**src/rtl/debounce_sync.sv**
```systemverilog
//------------------------------------------------------------------------------
// Module   : debounce_sync
// Purpose  : Conditions a raw asynchronous 1-bit input. Two-stage synchroniser
//            into the clock domain, then a consecutive-sample stability counter
//            that flips the debounced level only after STABLE_CYCLES matching
//            deviating samples. Emits one-cycle rise/fall event pulses.
// Ports    : clock  - single clock, rising edge
//            reset  - synchronous, active-low
//            din    - raw asynchronous input
//            dout   - debounced registered level
//            rise   - one-cycle pulse on dout 0->1
//            fall   - one-cycle pulse on dout 1->0
//            busy   - a candidate change is being counted
// Revision : 1.0 - initial release
//------------------------------------------------------------------------------
`default_nettype none

module debounce_sync #(
    parameter int unsigned STABLE_CYCLES = 4
) (
    input  logic clock,
    input  logic reset,
    input  logic din,
    output logic dout,
    output logic rise,
    output logic fall,
    output logic busy
);

    localparam int c_CNT_W = $clog2(STABLE_CYCLES + 1);
    localparam logic [c_CNT_W:0] c_TARGET = (c_CNT_W + 1)'(STABLE_CYCLES);

    // The FSM state is implied by the counter value.
    typedef enum logic {
        ST_IDLE     = 1'b0,
        ST_COUNTING = 1'b1
    } state_t;

    logic               s1_q;
    logic               s2_q;
    logic [c_CNT_W-1:0] cnt_q;
    logic [c_CNT_W-1:0] cnt_d;
    logic               dout_q;
    logic               dout_d;
    logic               rise_q;
    logic               rise_d;
    logic               fall_q;
    logic               fall_d;
    logic [c_CNT_W:0]   w_cnt_inc;
    state_t             w_state;

    // One extra bit so cnt+1 never wraps before the compare.
    assign w_cnt_inc = {1'b0, cnt_q} + 1'b1;
    assign w_state   = (cnt_q != '0) ? ST_COUNTING : ST_IDLE;

    always_ff @(posedge clock) begin
        if (!reset) begin
            s1_q   <= 1'b0;
            s2_q   <= 1'b0;
            cnt_q  <= '0;
            dout_q <= 1'b0;
            rise_q <= 1'b0;
            fall_q <= 1'b0;
        end else begin
            s1_q   <= din;
            s2_q   <= s1_q;
            cnt_q  <= cnt_d;
            dout_q <= dout_d;
            rise_q <= rise_d;
            fall_q <= fall_d;
        end
    end

    always_comb begin
        cnt_d  = '0;
        dout_d = dout_q;
        rise_d = 1'b0;
        fall_d = 1'b0;
        if (s2_q != dout_q) begin
            if (w_cnt_inc == c_TARGET) begin
                // Enough consecutive deviating samples: commit the new level.
                dout_d = s2_q;
                rise_d = s2_q;
                fall_d = ~s2_q;
            end else begin
                cnt_d = w_cnt_inc[c_CNT_W-1:0];
            end
        end
        // A sample matching dout leaves cnt_d at zero, discarding any
        // partial count so bounces never accumulate.
    end

    assign dout = dout_q;
    assign rise = rise_q;
    assign fall = fall_q;
    assign busy = (w_state == ST_COUNTING);

endmodule

`default_nettype wire
```
**config.mk**
```make
export PLATFORM = sky130hd
export DESIGN_NAME = debounce_sync
export DESIGN_NICKNAME = d
export VERILOG_FILES = /design/src/rtl/debounce_sync.sv
export SDC_FILE = /design/constraint.sdc
export NUM_CORES = 1
export LEC_CHECK = 0
export ABC_AREA = 1
export CAP_MARGIN = 20
export CORE_AREA = 2 2 39 41
export DETAILED_ROUTE_END_ITERATION = 16
export DIE_AREA = 0 0 41 43
export PLACE_DENSITY = 0.44
export SKIP_LAST_GASP = 1
export SLEW_MARGIN = 20
export SYNTH_ARGS = -nofsm -noshare
export SYNTH_HDL_FRONTEND = slang
export SYNTH_SLANG_ARGS = --single-unit
```
**constraint.sdc**
```tcl
create_clock -name clock -period 1.6 [get_ports clock]
set_clock_uncertainty 0.1 [all_clocks]
set_input_delay 0.24 -clock clock [delete_from_list [all_inputs] [get_ports clock]]
set_output_delay 0.24 -clock clock [all_outputs]
set_load 0.1 [all_outputs]
```
==> results of run 1 <==
## synth_stat cells
library cell | number | area (sq um)
nor2_1 | 6 | 22.5
inv_1 | 8 | 30.0
a21oi_4 | 1 | 16.3
nand3_2 | 1 | 10.0
nand2_1 | 7 | 26.3
inv_2 | 1 | 3.75
dfxtp_1 | 8 | 160
or2_2 | 1 | 6.26
or2_1 | 1 | 6.26
and3_1 | 1 | 6.26
ha_1 | 2 | 25.0
## cell type report
cell class	count	area, sq um	share of cell area [%]
flip-flops and latches	8	160	35.2
multi-input cells	20	119	26.1
repair buffers	6	100	22.0
inverters	9	33.8	7.42
clock buffers	3	22.5	4.95
well taps	16	20.0	4.40
## layer usage
metal | part of all wire, % | vias up | track usage [%]
met3 | 6.4 | 4 | 4.71
met5 | 0 | - | 0
met1 | 46 | 93 | 8.14
met4 | 5.2 | 0 | 8.00
met2 | 42 | 6 | 8.13
li1 | - | 124 | -
## state kept, by name, summed over array words and instances, names as in the netlist
| name | flops |
|---|---|
| cnt_q | 3 |
| dout | 1 |
| fall | 1 |
| rise | 1 |
| s1_q | 1 |
| s2_q | 1 |
## worst max-delay path by stage
stage / startpoint / to / depth (start not counted)
after floorplan: dout$_SDFFE_PN0P_ / cnt_q[0]$_SDFF_PP0_ / 3
final: cnt_q[0]$_SDFF_PP0_ / busy / 4
after CTS: cnt_q[0]$_SDFF_PP0_ / busy / 4
after global routing: cnt_q[0]$_SDFF_PP0_ / busy / 4
after global placement: reset / fall$_SDFF_PN0_ / 5
after detailed placement: reset / fall$_SDFF_PN0_ / 5
## power by group through the flow
stage          Clock (uW)  Combinational [uW]  Sequential [uW]
2_1_floorplan           0                14.9              209
3_3_place_gp            0                25.3              209
3_5_place_dp            0                25.2              209
4_1_cts               160                25.2              205
5_1_grt               173                27.3              205
6_report              154                24.9              205
## per-stage QoR
stage / utilization (%) / hold slack (ns) / setup slack (ns) / std cells
floorplan: - / 0.233 / 0.0578 / 37
global placement: 31.3 / 0.319 / 0.306 / 59
detailed placement: 31.3 / 0.318 / 0.302 / 59
CTS: 32.9 / 0.333 / 0.124 / 62
global route: 32.9 / 0.370 / 0.0755 / 62
finish: 32.9 / 0.325 / 0.139 / 62
## cells by family after synthesis
kind of cell	synth area share (%)
compound gates	5.20
simple gates	24.8
flops	51.2
fa+ha+maj	8.00
buf+inv	10.8
## worst min-delay path, cell delays in order (launching register included)
cell and delay [ns]:
dfxtp_1 0.31, nand2_1 0.05, inv_1 0.04
## cells in the final DEF, fill, tap and decap left out, drive strengths merged
| cell type | count |
|---|---|
| a21oi | 1 |
| and3 | 1 |
| buf | 4 |
| clkbuf | 3 |
| clkdlybuf4s50 | 2 |
| dfxtp | 8 |
| ha | 2 |
| inv | 9 |
| nand2 | 7 |
| nand3 | 1 |
| nor2 | 6 |
| or2 | 2 |
==> metrics.md, run 1 <==
| Metric | Value |
|---|---|
| CTS tree | yes |
| Initial antenna violation count | 0 |
| Rows | 14 |
| Final min period | between 1 and 1.5 ns |
| Synth Register Bits | 8 |
| Class of the most critical setup path | reg2out |
| Post-route cell area | between 400 and 500 sq um |
| Worst vdd ir | roughly 0.35 mV |
| Final hold violations | 0 |
| Clock Latency Late Sink | ~0.25 ns |
| Critical path arrival | roughly 1.1 ns |
| Antenna cell count | 0 |
| Placed Area | 433 sq um |
| R2R Setup Slk | between 0.5 and 0.6 ns |
| Avg Cell Area, Syn | 8.45 sq um |
| Crit path capture type | output port |
| Detailed-placement wirelength estimate | between 300 and 400 um |
| Post-Syn Area | 313 sq um |
| PostCTS Resize Cnt | 0 |
| Vias/cell | approximately 3.7 |
| Flop pwr share | between 50% and 60% |
| Worst Path Required | approximately 1.3 ns |
| RR Startpoint | cnt_q[0]$_SDFF_PP0_ |
| Die X | 41 um |
| Yosys cell types | 11 |
| Top Family by Delay on Critical Path | flip-flops |
| R2R depth | 4 |
| H-tree levels | 1 |
| Clock Power Share | between 40% and 50% |
| Worst Path Buf+Inv | 2 |
| Worst-path maximum fanout | 3 |
| Comb power frac | about 6.5% |
| Routed WL | about 420 um |
| CTS max path bufs | 2 |
| Net Switching | between 80 and 90 uW |
| Initial DRC Count | 0 |
| # Post-CTS Setup Buffers | 0 |
| RR Endpoint | rise$_SDFF_PN0_ |
| Leakage Power | approximately 0.00021 uW |
| First-pass GRT wire length | around 770 um |
| Core area | between 1000 and 1500 sq um |
| Final setup viols | 0 |
| Root buf cell | clkbuf_4 |
| Total CTS buffers | 3 |
| CP Launch Type | register |
| PortBufs | 6 |
| Final net count | 53 |
| RSZ-0062 raised after global routing | false |
| Worst hold path type | reg2reg |
| TNS Setup | 0 ns |
| Hold Startpoint | s1_q$_SDFF_PN0_ |
| Crit share post-route | roughly 91% |
| Vias in the first global route | about 190 |
| Worst slew pin tran | 0.236 ns |
| Hold-fix buffers at CTS | 0 |
| Syn Nets | between 40 and 50 |
| Initial Util | a little under a quarter |
| Rel. slew slack | 84.2% |
| Gr ovfl total | 0 |
| Status | finished clean |
| Pint | roughly 300 uW |
| Switch share | roughly 22% |
| MaxCap Viol Count | 0 |
| Hold Crit Endpoint | s2_q$_SDFF_PN0_ |
| Gr usage total | 7.26% |
| Layout cells sized above 1 | between 20% and 30% |
| Drt pass-1 iters | 1 |
| CTS sink cnt | 8 |
| Pwr Density | approximately 840 nW/um^2 |
| Worst-path cell chain | inv_1, ha_1, nand2_1, buf_12 |
| CTS clk-pin slew, worst paths | about 0.05 ns |
| Number of top-level pins | 7 |
| Die Area | between 1500 and 2000 sq um |
| Largest net degree at the start of global routing | 5 |
| Total number of vias | approximately 230 |
| Final Power | between 300 and 400 uW |
| Worst hold stages | 2 |
| WL per Instance | 6.82 um |
| Slowest library cell on the worst path | dfxtp_1 |
| Post-route ant nets | 0 |
| Drt drc | 0 |
| Mapped Cells | 37 |
| Fmax | ~0.68 GHz |
| Synthesis warning total | 0 |
| Sequential-to-total area share from yosys stat | roughly half |
| P&R area growth vs syn | 45.6% |
| Die Ht | 43 um |
| RePlAce Congestion | ~0.66 |
| Crit path largest cell delay | 0.35 ns |
| Layout fillers | ~150 |
| Max Slew Vio Count | 0 |
Note: power is estimated with default switching activity, not from simulation.
==> run 2, diff against run 1 <==
- GPL_ROUTABILITY_DRIVEN: not set -> 0
- GPL_TIMING_DRIVEN: not set -> 0
==> metrics.md, run 2 (same netlist as run 1, synthesis figures left out) <==
| Metric | Value |
|---|---|
| Final std cells w/o fill | 62 (unchanged) |
| Routed WL | 401 um (was 423 um) |
| Clock Latency Late Sink | 0.25 ns (about the same) |
| Fmax | 0.663 GHz (was 0.684 GHz) |
| Die X | 41 um (unchanged) |
| Vias/cell | 3.73 (was 3.66) |
| Rel. slew slack | 64.0% (was 84.2%) |
| TNS Setup | 0 ns (unchanged) |
| Largest net degree at the start of global routing | 5 (unchanged) |
| Initial DRC Count | 3 (was 0) |
| Pwr Density | 916 nW/um^2 (was 843 nW/um^2) |
| Drt pass-1 iters | 2 (was 1) |
| CTS sink cnt | 8 (unchanged) |
| Crit path capture type | output port (unchanged) |
| WL per Instance | 6.47 um (was 6.82 um) |
| Total CTS buffers | 3 (unchanged) |
| Layout cells sized above 1 | 23.9% (unchanged) |
| MaxCap Viol Count | 0 (unchanged) |
| Worst hold path type | reg2reg (unchanged) |
| RSZ-0062 raised after global routing | false (unchanged) |
| Placed Area | 393 sq um (was 433 sq um) |
| Final net count | 53 (unchanged) |
| Gr usage total | 7.24% (was 7.26%) |
| P&R area growth vs syn | 31.2% (was 45.6%) |
| Critical path arrival | 1.17 ns (was 1.12 ns) |
| CP Launch Type | register (unchanged) |
| Antenna cell count | 0 (unchanged) |
| Hold-fix buffers at CTS | 0 (unchanged) |
| RR Startpoint | cnt_q[0]$_SDFF_PP0_ (unchanged) |
| Post-route ant nets | 0 (unchanged) |
| CTS clk-pin slew, worst paths | 0.05 ns (about the same) |
| Initial antenna violation count | 0 (unchanged) |
| Worst vdd ir | 0.365 mV (was 0.352 mV) |
| Max reg flops | 3 (unchanged) |
| Worst Path Required | 1.26 ns (about the same) |
| Rows | 14 (unchanged) |
| Tightest hold margin | 0.310 ns (was 0.325 ns) |
| Layout fillers | 158 (was 151) |
| Total number of vias | 231 (was 227) |
| Commonest cells after routing, fill and taps aside | inv_1 (8), dfxtp_1 (8), nand2_1 (7) (unchanged) |
| Vias in the first global route | 213 (was 193) |
| Multi-input gate area | 119 sq um (unchanged) |
| R2R Setup Slk | 0.52 ns (about the same) |
| Hold Startpoint | s1_q$_SDFF_PN0_ (unchanged) |
| Die Area | 1760 sq um (unchanged) |
| Detailed-placement wirelength estimate | 325 um (was 329 um) |
| Gr ovfl total | 0 (unchanged) |
| First-pass GRT wire length | 793 um (was 765 um) |
| Root buf cell | clkbuf_4 (unchanged) |
| PortBufs | 6 (unchanged) |
| RR Endpoint | rise$_SDFF_PN0_ (unchanged) |
| Initial Util | 22.6% (unchanged) |
| Status | finished clean (unchanged) |
| R2R depth | 4 (unchanged) |
| Final hold violations | 0 (unchanged) |
| H-tree levels | 1 (unchanged) |
| Class of the most critical setup path | reg2out (unchanged) |
| Hold Crit Endpoint | s2_q$_SDFF_PN0_ (unchanged) |
| Max Slew Vio Count | 0 (unchanged) |
| Largest Register | cnt_q (unchanged) |
| Leakage Power | 0.000198 uW (was 0.000212 uW) |
| Worst-path maximum fanout | 3 (unchanged) |
| CTS max path bufs | 2 (unchanged) |
| Final Power | 376 uW (was 384 uW) |
| Die Ht | 43 um (unchanged) |
| Number of top-level pins | 7 (unchanged) |
| CTS tree | yes (unchanged) |
| Final setup viols | 0 (unchanged) |
| Crit share post-route | 94.2% (was 91.3%) |
| Register Area | 160 sq um (unchanged) |
| Worst hold stages | 2 (unchanged) |
| Worst slew pin tran | 0.543 ns (was 0.236 ns) |
| Core area | 1380 sq um (unchanged) |
| Final min period | 1.51 ns (was 1.46 ns) |
| Drt drc | 0 (unchanged) |
| Placed cell count | 59 (unchanged) |
| Post-route cell area | 410 sq um (was 455 sq um) |
[run 2: cell count changes in the layout (fill, tap and decap cells not counted)]
| cell | before | now |
|---|---|---|
| buf_2 | 0 | 1 |
| buf_4 | 0 | 1 |
| buf_12 | 4 | 0 |
| clkdlybuf4s15_2 | 0 | 2 |
[run 2: area by class of cell]
class,instances,share of cell area (%)
sequential,8,39.0
multi-input combinational,20,29.0
timing repair buffer,6,13.4
inverter,9,8.23
clock buffer,3,5.49
tap,16,4.88
[run 2: worst max-delay path by stage]
stage | start | endpoint | slack (ns) | cells after the start
after global placement | cnt_q[0]$_SDFF_PP0_ | busy | -0.48 | 4
after CTS | cnt_q[0]$_SDFF_PP0_ | busy | -0.19 | 4
after detailed placement | cnt_q[0]$_SDFF_PP0_ | busy | -0.49 | 4
after floorplan | dout$_SDFFE_PN0P_ | cnt_q[0]$_SDFF_PP0_ | 0.06 | 3
after global routing | cnt_q[0]$_SDFF_PP0_ | busy | 0.02 | 4
final | cnt_q[0]$_SDFF_PP0_ | busy | 0.09 | 4
[run 2: timing repair]
action	4_1_cts	5_1_grt
setup endpoints to repair	4	2
buffers inserted	0	0
endpoints found under the hold margin	0	0
gates resized for setup	12	6
[run 2: layer usage]
layer / GRT usage (%) / vias to the layer above / share of wire, %
met5: 0 / - / 0
li1: - / 127 / -
met3: 3.14 / 2 / 6.0
met4: 8.00 / 0 / 2.5
met1: 7.77 / 98 / 43
met2: 9.38 / 4 / 48
[run 2: metrics by stage]
stage,setup WS [ns],utilization [%]
floorplan,0.0578,-
global placement,-0.481,28.4
detailed placement,-0.492,28.4
CTS,-0.191,30.4
global route,0.0206,29.7
finish,0.0925,29.7
[run 2: critical path, stage by stage (launching register included)]
cell	delay (ns)
dfxtp_1	0.34
inv_1	0.05
ha_1	0.18
nand2_1	0.06
buf_4	0.28
[run 2: power by group]
group | switching, uW | total (uW) | internal, uW
Combinational | 13.1 | 22.7 | 9.66
Clock | 62.8 | 148 | 85.5
Sequential | 2.16 | 205 | 203
Total | 78.1 | 376 | 298
==> run 3, diff against run 2 <==
- clock period: 1.6 -> 2 ns (I/O delays scaled with it)
==> metrics.md, run 3 (same netlist as run 1, synthesis figures left out) <==
| Metric | Value |
|---|---|
| Total number of vias | 230 (was 231) |
| Register Area | 160 sq um (unchanged) |
| Post-route cell area | 407 sq um (was 410 sq um) |
| Initial DRC Count | 3 (unchanged) |
| Worst-path cell chain | dlygate4sd2_1 (was inv_1, ha_1, nand2_1, buf_4) |
| CTS sink cnt | 8 (unchanged) |
| Top Family by Delay on Critical Path | buffers and inverters (was flip-flops) |
| Pwr Density | 735 nW/um^2 (was 916 nW/um^2) |
| Worst hold stages | 2 (unchanged) |
| Max Slew Vio Count | 0 (unchanged) |
| Leakage Power | 0.000209 uW (was 0.000198 uW) |
| Hold-fix buffers at CTS | 0 (unchanged) |
| Rel. slew slack | 36.7% (was 64.0%) |
| Fmax | around 0.52 GHz |
| Drt drc | 0 (unchanged) |
| Final Power | 299 uW (was 376 uW) |
| Vias in the first global route | 209 (was 213) |
| Crit path capture type | output port (unchanged) |
| PortBufs | 6 (unchanged) |
| Slowest library cell on the worst path | dlygate4sd2_1 (was dfxtp_1) |
| Largest Register | cnt_q (unchanged) |
| # Post-CTS Setup Buffers | 0 (unchanged) |
| Layout cells sized above 1 | 17.4% (was 23.9%) |
| Routed WL | 398 um (was 401 um) |
| Die Area | 1760 sq um (unchanged) |
| End point of the critical path | dout (was busy) |
| Worst Path Required | 1.60 ns (was 1.26 ns) |
| P&R area growth vs syn | 30.0% (was 31.2%) |
| Antenna cell count | 0 (unchanged) |
| Core area | 1380 sq um (unchanged) |
| Crit path largest cell delay | 0.88 ns (was 0.34 ns) |
| TNS Setup | 0 ns (unchanged) |
| Gr ovfl total | 0 (unchanged) |
| Post-route ant nets | 0 (unchanged) |
| RR Endpoint | rise$_SDFF_PN0_ (unchanged) |
| Worst Path Buf+Inv | 1 (was 2) |
| Critical path arrival | 1.52 ns (was 1.17 ns) |
| First-pass GRT wire length | 779 um (was 793 um) |
| Layout fillers | 160 (was 158) |
| Number of top-level pins | 7 (unchanged) |
| Clock Latency Late Sink | 0.25 ns (about the same) |
| Die X | 41 um (unchanged) |
| Initial Util | 22.6% (unchanged) |
| Final min period | between 1.5 and 2 ns |
| CTS max path bufs | 2 (unchanged) |
| Commonest cells after routing, fill and taps aside | inv_1 (8), dfxtp_1 (8), nand2_1 (7) (unchanged) |
| H-tree levels | 1 (unchanged) |
| Tightest hold margin | 0.310 ns (unchanged) |
| Worst vdd ir | 0.292 mV (was 0.365 mV) |
| Final setup viols | 0 (unchanged) |
| MaxCap Viol Count | 0 (unchanged) |
| Initial antenna violation count | 0 (unchanged) |
| R2R Setup Slk | 0.92 ns (was 0.52 ns) |
| R2R depth | 4 (unchanged) |
| Worst-path maximum fanout | 4 (was 3) |
| WL per Instance | 6.42 um (was 6.47 um) |
| Multi-input gate area | 119 sq um (unchanged) |
| Crit path launch | dout$_SDFFE_PN0P_ (was cnt_q[0]$_SDFF_PP0_) |
| Class of the most critical setup path | reg2out (unchanged) |
| Gr usage total | 7.14% (was 7.24%) |
| CP Launch Type | register (unchanged) |
| Largest net degree at the start of global routing | 5 (unchanged) |
| Detailed-placement wirelength estimate | 325 um (unchanged) |
| Rows | 14 (unchanged) |
| CTS clk-pin slew, worst paths | 0.05 ns (about the same) |
| RR Startpoint | cnt_q[0]$_SDFF_PP0_ (unchanged) |
| Worst slew pin tran | 0.954 ns (was 0.543 ns) |
| Crit share post-route | 96.1% |
| Worst hold path type | reg2reg (unchanged) |
| Vias/cell | 3.71 (was 3.73) |
| Status | finished clean (unchanged) |
| Critical path depth in cells | 1 (was 4) |
| RSZ-0062 raised after global routing | false (unchanged) |
| Root buf cell | clkbuf_4 (unchanged) |
| CTS tree | yes (unchanged) |
| Final net count | 53 (unchanged) |
| Drt pass-1 iters | 2 (unchanged) |
| Final hold violations | 0 (unchanged) |
| Total CTS buffers | 3 (unchanged) |
| Die Ht | 43 um (unchanged) |
| Placed Area | 393 sq um (unchanged) |
| Max reg flops | 3 (unchanged) |
## run 3: what timing repair did
item                                    CTS  global route
gates resized for setup                   4             2
endpoints found under the setup margin    4             1
hold endpoints to repair                  0             0
## run 3: layout make-up
class / instances / area share, %
tap: 16 / 4.92
clock buffer: 3 / 5.54
timing repair buffer: 6 / 12.6
inverter: 9 / 8.31
sequential: 8 / 39.4
multi-input combinational: 20 / 29.2
## run 3: metal layers
layer	wire, um	track usage (%)	up-vias
li1	-	-	127
met1	168	7.44	97
met2	196	9.38	4
met3	24	3.14	2
met4	10	8.00	0
met5	0	0	-
## run 3: power breakdown
| group | switching [uW] | internal, uW |
|---|---|---|
| sequential | 1.73 | 162 |
| clock | 49.1 | 68.3 |
| combinational | 10.4 | 7.36 |
## run 3: metrics by stage
step	worst slack [ns]	cells	utilization, %
2_1_floorplan	0.405	37	-
6_report	0.0784	62	29.4
3_3_place_gp	-0.141	59	28.4
5_1_grt	0.0240	62	29.4
4_1_cts	-0.145	62	29.7
3_5_place_dp	-0.152	59	28.4
## run 3: how the worst min path moves through the flow
| stage | startpoint | end | slack (ns) |
|---|---|---|---|
| after floorplan | s1_q$_SDFF_PN0_ | s2_q$_SDFF_PN0_ | 0.29 |
| after global placement | s1_q$_SDFF_PN0_ | s2_q$_SDFF_PN0_ | 0.29 |
| after detailed placement | s1_q$_SDFF_PN0_ | s2_q$_SDFF_PN0_ | 0.30 |
| after CTS | s1_q$_SDFF_PN0_ | s2_q$_SDFF_PN0_ | 0.32 |
| after global routing | s1_q$_SDFF_PN0_ | s2_q$_SDFF_PN0_ | 0.34 |
| final | s1_q$_SDFF_PN0_ | s2_q$_SDFF_PN0_ | 0.31 |
